`src/rtl/fp_dist_match.sv`:
```
// fp_dist_match
//   Per-pixel Gaussian match stage of the GMM foreground detector. Takes the
//   multiplier's stream of squared normalised distances (K consecutive fp32
//   products per pixel), compares each against a per-component fp32
//   threshold with IEEE-754 strict less-than ordering, and emits one result
//   per pixel: match mask, any-match (background) flag, first-match index
//   and a NaN-seen flag.
//
// Parameters
//   K      Gaussian components per pixel (2..8)
//   IDX_W  width of the component index fields
//
// Ports
//   clk, rst              clock, asynchronous active-high reset
//   snk_valid/snk_ready   product beat handshake (one component per beat)
//   snk_data              fp32 product d^2
//   snk_thresh            fp32 threshold for the same component
//   src_valid/src_ready   per-pixel result handshake
//   src_match             bit k set when component k matched
//   src_any               at least one component matched
//   src_first             lowest matching index, 0 when none matched
//   src_nan               a NaN operand was seen in the group
//
// Configuration
//   FP_DIST_MATCH_NAN_CHECK_EN  when defined, NaN operands force a miss and
//                               raise src_nan; otherwise NaN bit patterns are
//                               ordered by raw bits and src_nan is tied to 0.

module fp_dist_match #(
    parameter int K     = 3,
    parameter int IDX_W = $clog2(K)
) (
    input  logic             clk,
    input  logic             rst,
    input  logic             snk_valid,
    input  logic [31:0]      snk_data,
    input  logic [31:0]      snk_thresh,
    output logic             snk_ready,
    input  logic             src_ready,
    output logic             src_valid,
    output logic [K-1:0]     src_match,
    output logic             src_any,
    output logic [IDX_W-1:0] src_first,
    output logic             src_nan
);

    localparam logic [IDX_W-1:0] LAST = IDX_W'(K - 1);

    // Strict IEEE-754 a < b on the sign/magnitude encoding. +0 and -0 are
    // equal; denormals order naturally by their bit patterns.
    function automatic logic fp_lt(input logic [31:0] a, input logic [31:0] b);
        logic both_zero;
        logic lt;
        both_zero = (a[30:0] == 31'd0) && (b[30:0] == 31'd0);
        case ({a[31], b[31]})
            2'b00:   lt = a[30:0] < b[30:0];
            2'b10:   lt = !both_zero;
            2'b01:   lt = 1'b0;
            default: lt = a[30:0] > b[30:0];
        endcase
        return lt;
    endfunction

    logic [IDX_W-1:0] cnt;
    logic [K-2:0]     partial_mask;
    logic             beat_match;
    logic             accept;
    logic             last_beat;
    logic [K-1:0]     full_match;
    logic [IDX_W-1:0] full_first;

    assign last_beat = (cnt == LAST);

    // Only the final beat can be held off, and only while the previous
    // result has not been taken. The src_ready term keeps a full-rate
    // stream bubble-free.
    assign snk_ready = !last_beat || !src_valid || src_ready;
    assign accept    = snk_valid && snk_ready;

    assign full_match = {beat_match, partial_mask};

    // NOTE: every always_comb output gets a default before any conditional
    // assignment, so no path leaves it unassigned and no latch is inferred.
    always_comb begin
        full_first = '0;
        for (int i = K - 1; i >= 0; i--) begin
            if (full_match[i]) full_first = IDX_W'(i);
        end
    end

`ifdef FP_DIST_MATCH_NAN_CHECK_EN
    function automatic logic is_nan(input logic [31:0] x);
        return (x[30:23] == 8'hFF) && (x[22:0] != 23'd0);
    endfunction

    logic beat_nan;
    logic partial_nan;
    logic nan_q;

    assign beat_nan   = is_nan(snk_data) || is_nan(snk_thresh);
    assign beat_match = !beat_nan && fp_lt(snk_data, snk_thresh);
    assign src_nan    = nan_q;

    always_ff @(posedge clk or posedge rst) begin
        if (rst) begin
            partial_nan <= 1'b0;
            nan_q       <= 1'b0;
        end else if (accept) begin
            if (last_beat) begin
                nan_q       <= partial_nan || beat_nan;
                partial_nan <= 1'b0;
            end else begin
                partial_nan <= partial_nan || beat_nan;
            end
        end
    end
`else
    assign beat_match = fp_lt(snk_data, snk_thresh);
    assign src_nan    = 1'b0;
`endif

    // NOTE: sequential state uses non-blocking assignments so every register
    // samples the pre-edge values; the later assignment in program order wins
    // when a handshake and a reload fall in the same cycle.
    always_ff @(posedge clk or posedge rst) begin
        if (rst) begin
            cnt          <= '0;
            partial_mask <= '0;
            src_valid    <= 1'b0;
            src_match    <= '0;
            src_any      <= 1'b0;
            src_first    <= '0;
        end else begin
            if (src_valid && src_ready) src_valid <= 1'b0;

            if (accept) begin
                if (last_beat) begin
                    src_match    <= full_match;
                    src_any      <= |full_match;
                    src_first    <= full_first;
                    src_valid    <= 1'b1;
                    cnt          <= '0;
                    partial_mask <= '0;
                end else begin
                    for (int i = 0; i < K - 1; i++) begin
                        if (cnt == IDX_W'(i)) partial_mask[i] <= beat_match;
                    end
                    cnt <= cnt + 1'b1;
                end
            end
        end
    end

endmodule

```
`config.mk`:
```
export PLATFORM = sky130hd
export DESIGN_NAME = fp_dist_match
export DESIGN_NICKNAME = d
export VERILOG_FILES = /design/src/rtl/fp_dist_match.sv
export SDC_FILE = /design/constraint.sdc
export NUM_CORES = 1
export LEC_CHECK = 0
export ABC_AREA = 1
export BUFFER_PORTS_ARGS = -buffer_cell sky130_fd_sc_hd__buf_2
export CAP_MARGIN = 0
export CORE_AREA = 2 2 63 65
export CTS_CLUSTER_DIAMETER = 30
export DETAILED_ROUTE_END_ITERATION = 16
export DIE_AREA = 0 0 65 67
export PLACE_DENSITY = 0.77
export SLEW_MARGIN = 20
export SYNTH_ARGS = -nofsm -noshare
export SYNTH_HDL_FRONTEND = slang
export SYNTH_SLANG_ARGS = --single-unit
```
`constraint.sdc`:
```
create_clock -name clk -period 2.2 [get_ports clk]
set_clock_uncertainty 0.2 [all_clocks]
set_input_delay 0 -clock clk [delete_from_list [all_inputs] [get_ports clk]]
set_output_delay 0 -clock clk [all_outputs]
set_load 0.1 [all_outputs]
```
==> results of run 1 <==
synth_stat cells, types with 2 or more instances:
library cell	instances
a21oi_1	11
nand2_1	75
inv_2	3
dfrtp_1	11
nor2_2	3
o21ai_0	4
inv_1	54
nand3_1	10
nor2_1	32
nor3_1	2
nand4_1	9
ha_1	35
nand3_2	2
nor2_4	2
a21o_1	2
sequential cells by signal, summed over array words and instances (netlist names):
register      cells
src_valid         1
cnt               2
src_any           1
src_match         3
src_first         2
partial_mask      2
final cells by class:
type / instances / area, um^2
fillers: 391 / 1440
multi-input cells: 192 / 1160
repair buffers: 79 / 415
flip-flops and latches: 11 / 277
inverters: 57 / 214
well taps: 48 / 60.1
clock buffers: 4 / 45.0
routing by layer:
layer / global-route usage / routed length, um / up-vias
met3: 0.0355 / 241 / 4
li1: - / - / 976
met1: 0.209 / 1630 / 750
met2: 0.340 / 1700 / 56
met5: 0 / 0 / -
met4: 0.0505 / 42 / 0
worst min-delay path, cell delays in order:
cell     delay [ns]
buf_2          0.10
nor2_1         0.05
nand2_1        0.06
nand3_2        0.12
nand2_1        0.09
nand2_1        0.04
power by group through the flow:
stage	Clock, mW	Combinational (mW)	Sequential (mW)
global placement	0	0.875	0.345
CTS	0.208	0.910	0.343
finish	0.202	0.905	0.342
detailed placement	0	0.893	0.345
global route	0.220	0.998	0.355
floorplan	0	0.337	0.703
per-stage QoR:
stage	hold slack (ns)	setup slack, ns
finish	0.0633	0.143
global route	0.101	0.0115
CTS	0.0587	0.152
detailed placement	-0.193	0.415
global placement	-0.193	0.471
floorplan	-0.348	0.138
worst max path at each step:
stage / startpoint / endpoint / depth (start not counted) / slack, ns
after floorplan: src_valid / src_any / 8 / 0.14
after global placement: cnt[0] / src_any / 10 / 0.47
after detailed placement: cnt[0] / src_any / 10 / 0.42
after CTS: cnt[0] / src_valid / 8 / 0.15
after global routing: cnt[0] / src_valid / 8 / 0.01
final: cnt[0] / src_valid / 8 / 0.14
what timing repair did:
action                     CTS  global route
setup endpoints to repair    0             1
hold endpoints to repair    14             0
hold buffers                 4             0
gates resized for setup      0             1
logic make-up after synthesis:
group | after synthesis
and+or+nand+nor | 139
buffers and inverters | 58
other | 1
AOI/OAI and AO/OA | 17
adders and majority gates | 35
DFF | 11
==> run_results.csv, run 1 <==
group,metric,value,unit
synth,postSynthAreaPerCell,6.28,um^2
setup_path,r2r_cells,8,
sta,finalHoldViolations,0,
synth,ys_top_cells_by_area,"ha_1, nand2_1, dfrtp_1",
status,status,"completed",
drt,vias,1786,
synth,yosys_warnings,0,
power_and_ir_drop,power_frac_clock,0.139,
drt,dr.pass1.iters,4,
synth,synth_top_area_cell,"ha_1",
setup_path,cp_cell_sequence,"inv_1 -> ha_2 -> nand3_4 -> nand2_1 -> inv_2 -> nand2_2 -> nand2_1 -> dlygate4sd3_1",
final_layout,nNetsFinal,447,
synth,synthAdderAreaFrac,0.267,
synth,synth_simple_gate_area_frac,0.373,
final_layout,final_cell_mix,"nand2_1, buf_2, inv_1",
clocking,cts_setup_buffers,0,
synth,seq_area_frac_synth,0.168,
die,die-area,0.00436,mm^2
power_and_ir_drop,irDropWorstVdd,337,uV
die,core,0.00361,mm^2
die,io-pin-count,77,
global_routing,grt_pass1_wl,6300,um
synth,ys_ff_latch,11,
placement,place_congestion,0.802,
synth,synth_xor_area_frac,0,
placement,io_buffers,75,
final_layout,utilization,0.601,
placement,dp_cells,383,
placement,place_hpwl,3190,um
synth,synthArstFlopShare,1.00,
power_and_ir_drop,p_int,655,uW
synth,synth_flop_cell,"dfrtp_1",
sta,setup_viol,0,
final_layout,fin_area,0.00217,mm^2
drt,final_antenna_net_count,0,
power_and_ir_drop,pwr-share-seq,0.236,
final_layout,finalNonFillerCells,391,
clocking,cts_made_buffers,3,
sta,final.min_clock_period,2.06,ns
hold_path,worstHoldPathType,"in2reg",
power_and_ir_drop,p_leak,1.35,nW
synth,synth.net_count,364,
die,chipHeight,67,um
power_and_ir_drop,comb_power_share,0.625,
drt,first_iter_violations,64,
sta,setup_tns,0,ns
drt,wl_per_cell,9.23,um
clocking,clk_latency,0.24,ns
setup_path,r2r_end,"src_valid",
setup_path,r2r-start,"cnt[0]",
synth,syn_area,0.00164,mm^2
drt,drt-total-wl,3610,um
global_routing,overflow,0,
synth,synth-compound-area-share,0.0550,
final_layout,syn_to_final_growth,32.3,%
setup_path,worst_setup_path_start_kind,"flop",
global_routing,grt_pass1_vias,1679,
power_and_ir_drop,p_sw_frac,0.548,
setup_path,worst_path_max_delay_cell,"dlygate4sd3_1",
hold_path,min_path_cells,6,
global_routing,grt_max_degree,12,
synth,synthMuxAreaShare,0,
die,num_rows,22,
clocking,clk_pin_slew,0.05,ns
power_and_ir_drop,p_sw,795,uW
final_layout,drive_gt1_frac,0.271,
synth,synth-edff-count,0,
hold_path,min_to,"src_match[2]",
setup_path,cp-end-kind,"flop",
setup_path,regToRegSetupSlack,0.14,ns
power_and_ir_drop,p_per_area,668,mW/mm^2
hold_path,min_from,"snk_thresh[31]",
sta,rsz0062_at_grt,"false",
synth,synth_top_family_by_area,"simple AND/OR/NAND/NOR gates",
setup_path,cp.required,2.11,ns
synth,ys_types,21,
synth,synth_top_area_frac,0.267,
sta,maxClockFrequency,486,MHz
drt,drc,0,
clocking,clockBufferDepth,2,
clocking,htreeDepth,1,
setup_path,cpLargestDelayFamily,"buffers and inverters",
global_routing,antenna_found_initial,0,
clocking,cts_root_buf,"clkbuf_8",
setup_path,cp.arrival,1.97,ns
setup_path,critPathKind,"reg2reg",
clocking,tritoncts,"done",
sta,slew_viol_final,0,
drt,viasPerCell,4.57,
setup_path,max_stage_delay,0.57,ns
sta,fin_crit_sh,0.935,
job,drv_cap,0,
setup_path,cp_max_fo,7,
setup_path,cp_common_cell,"nand2_1",
final_layout,num_antenna_cells,0,
power_and_ir_drop,power,1.45,mW
die,start_util,0.455,
die,dieWidth,65,um
placement,dpl_cell_area,0.00208,mm^2
clocking,cts_sinks,11,
setup_path,critPathBufInv,3,
global_routing,grt_usage,0.182,
synth,synthesis.instances,261,
(Power assumes the default switching activity.)
==> run 2, diff against run 1 <==
--- a/config.mk
+++ b/config.mk
@@ -5,14 +5,14 @@
 export SDC_FILE = /design/constraint.sdc
 export NUM_CORES = 1
 export LEC_CHECK = 0
-export ABC_AREA = 1
 export BUFFER_PORTS_ARGS = -buffer_cell sky130_fd_sc_hd__buf_2
 export CAP_MARGIN = 0
-export CORE_AREA = 2 2 63 65
+export CORE_AREA = 2 2 60 62
 export CTS_CLUSTER_DIAMETER = 30
 export DETAILED_ROUTE_END_ITERATION = 16
-export DIE_AREA = 0 0 65 67
-export PLACE_DENSITY = 0.77
+export DIE_AREA = 0 0 62 64
+export PLACE_DENSITY = 0.79
+export SKIP_LAST_GASP = 1
 export SLEW_MARGIN = 20
 export SYNTH_ARGS = -nofsm -noshare
 export SYNTH_HDL_FRONTEND = slang
==> run 2 against run 1 <==
  * Worst setup slack worse by 0.011 ns
  * Count of clock-buffer cells in the layout stayed put
  * Flip-flop and latch count did not move
  * Power is 0.24% lower
  * Synthesized cell count is 30% lower
  * Critical path depth is 2 lower
  * Fmax down 0.55%
  * Synthesized area is 11% lower
  * Final area fell by 7.7%
  * Die area down 8.9%
  * Critical path type unchanged
  * Critical endpoint unchanged
  * Largest power group unchanged
==> run_results.csv, run 2 <==
group,metric,value,unit
sta,rsz0062_at_grt,"false",
clocking,cts_root_buf,"clkbuf_4",
placement,place_congestion,0.904,
global_routing,overflow,0,
setup_path,r2r_cells,6,
status,status,"completed",
global_routing,grt_pass1_vias,1515,
clocking,cts_sinks,11,
placement,dp_cells,303,
final_layout,finalNonFillerCells,312,
die,io-pin-count,77,
setup_path,cp.required,2.16,ns
final_layout,final_cell_mix,"buf_2, inv_1, ha_1",
final_layout,fin_area,0.00200,mm^2
placement,place_hpwl,3400,um
global_routing,met2_usage,0.367,
synth,seq_area_frac_synth,0.188,
final_layout,regMostFlops,"src_match",
hold_path,min_path_cells,4,
global_routing,top_usage_layer,"met2",
setup_path,cp_max_fo,10,
sta,finalWorstSetupSlack,0.132,ns
drt,drt-total-wl,3940,um
sta,slew_viol_final,0,
synth,syn_area,0.00146,mm^2
global_routing,grt_pass1_wl,6480,um
final_layout,ff_latch_area,279,um^2
synth,synthesis.instances,183,
global_routing,grt_usage,0.213,
hold_path,worstHoldPathType,"in2reg",
clocking,clockBufferDepth,2,
final_layout,nNetsFinal,370,
sta,final.min_clock_period,2.07,ns
synth,synthArstFlopShare,1.00,
global_routing,grt.met3_usage,0.0263,
clocking,cts.repair.resized,0,
synth,ys_top_cells_by_area,"ha_1, dfrtp_1, inv_1",
sta,setup_viol,0,
synth,ys_types,30,
drt,vias,1573,
synth,synth.net_count,286,
drt,final_antenna_net_count,0,
synth,synth_most_common_cell,"inv_1",
final_layout,syn_to_final_growth,36.8,%
synth,synthTopCellsByCount,"inv_1, ha_1, nor4_1",
synth,postSynthAreaPerCell,8.00,um^2
final_layout,largest_reg_flops,3,
clocking,cts_setup_buffers,0,
global_routing,grt_util_met1,0.278,
clocking,htreeDepth,1,
final_layout,multi_input_comb_area,0.00108,mm^2
clocking,clk_latency,0.27,ns
power_and_ir_drop,irDropWorstVdd,593,uV
die,core,0.00328,mm^2
die,num_rows,21,
final_layout,drive_gt1_frac,0.338,
sta,maxClockFrequency,484,MHz
drt,dr.pass1.iters,4,
setup_path,critPathKind,"reg2reg",
synth,synth_top_area_cell,"ha_1",
placement,dpl_cell_area,0.00193,mm^2
die,chipHeight,64,um
setup_path,worst_setup_path_start_kind,"flop",
power_and_ir_drop,p_leak,1.12,nW
job,drv_cap,0,
die,start_util,0.446,
sta,setup_tns,0,ns
drt,first_iter_violations,42,
sta,fin_crit_sh,0.940,
setup_path,cp_cell_sequence,"inv_2 -> ha_4 -> nand3b_1 -> nand3_4 -> o21ai_1 -> dlygate4sd3_1",
power_and_ir_drop,p_per_area,722,mW/mm^2
drt,drc,0,
synth,synth-edff-count,0,
drt,wl_per_cell,12.6,um
setup_path,cp-end-kind,"flop",
synth,synth_top_area_frac,0.299,
global_routing,antenna_found_initial,0,
die,die-area,0.00397,mm^2
setup_path,cp.arrival,2.03,ns
synth,ys_ff_latch,11,
sta,finalHoldViolations,0,
power_and_ir_drop,power,1.45,mW
clocking,tritoncts,"done",
die,dieWidth,62,um
placement,io_buffers,75,
clocking,clk_pin_slew,0.07,ns
clocking,cts_made_buffers,3,
drt,viasPerCell,5.04,
global_routing,grt_max_degree,12,
placement,pre_cts_ws,0.0184,ns
setup_path,worst_path_max_delay_cell,"dlygate4sd3_1",
synth,synth_flop_cell,"dfrtp_1",
synth,yosys_warnings,0,
final_layout,final_common_cell,"buf_2",
final_layout,num_antenna_cells,0,
final_layout,fillCellCount,310,
setup_path,max_stage_delay,0.56,ns
run 2: changes by cell type after synthesis, sizes merged, moves of 6 or more:
| cell | delta |
|---|---|
| nand2 | -63 |
| nand3 | -6 |
| nor4 | +15 |
| nor2 | -30 |
| inv | -21 |
run 2: cell type report:
cell class / count / area share
Clock buffer: 4 / 0.0131
Inverter: 36 / 0.0675
Multi-Input combinational cell: 135 / 0.539
Sequential cell: 11 / 0.139
Tap cell: 46 / 0.0287
Timing Repair Buffer: 80 / 0.213
run 2: report_power, final:
| group | total, mW | switching (mW) | internal [mW] | leakage, nW |
|---|---|---|---|---|
| clock network | 0.142 | 0.0718 | 0.0703 | 0.0150 |
| logic | 0.942 | 0.665 | 0.277 | 0.965 |
| registers | 0.362 | 0.0694 | 0.292 | 0.136 |
run 2: final timing paths:
path / startpoint / end / slack, ns
setup / recovery: cnt[0] / src_valid / 0.13
hold / removal: snk_thresh[31] / src_first[1] / 0.005
setup reg to reg: cnt[0] / src_valid / 0.13
hold reg to reg: src_first[1] / src_first[1] / 0.28
max in group asynchronous: rst / src_valid / 1.42
min in group asynchronous: rst / partial_mask[0] / 0.06
run 2: what timing repair did:
| action | 4_1_cts | 5_1_grt |
|---|---|---|
| endpoints found under the hold margin | 20 | 0 |
| endpoints found under the setup margin | 0 | 0 |
| hold buffers | 5 | 0 |
run 2: logic make-up after synthesis:
group	Yosys count	share of synthesized area
AND/OR/NAND/NOR	61	0.221
buffers and inverters	37	0.0974
adder cells (fa/ha/maj)	35	0.299
AO/OA/AOI/OAI	34	0.161
flip-flops	11	0.188
multiplexers	4	0.0308
other	1	0.00256
run 2: critical path: cells and delay by family (launching register included):
family / cells / cell delay, ns
AO/OA/AOI/OAI: 1 / 0.09
flip-flops: 1 / 0.40
AND/OR/NAND/NOR: 2 / 0.42
adder cells (fa/ha/maj): 1 / 0.18
buffers and inverters: 2 / 0.66
run 2: metrics by stage:
step | utilization | hold WS [ns]
finish | 0.610 | 0.00480
global route | 0.610 | 0.0252
floorplan | - | -0.348
CTS | 0.610 | 0.00577
global placement | 0.586 | -0.192
detailed placement | 0.586 | -0.181
run 2: per-layer routing:
metal	vias to the layer above	routed length, um
met3	6	212
li1	844	-
met2	54	1880
met1	669	1800
met4	0	46
met5	-	0
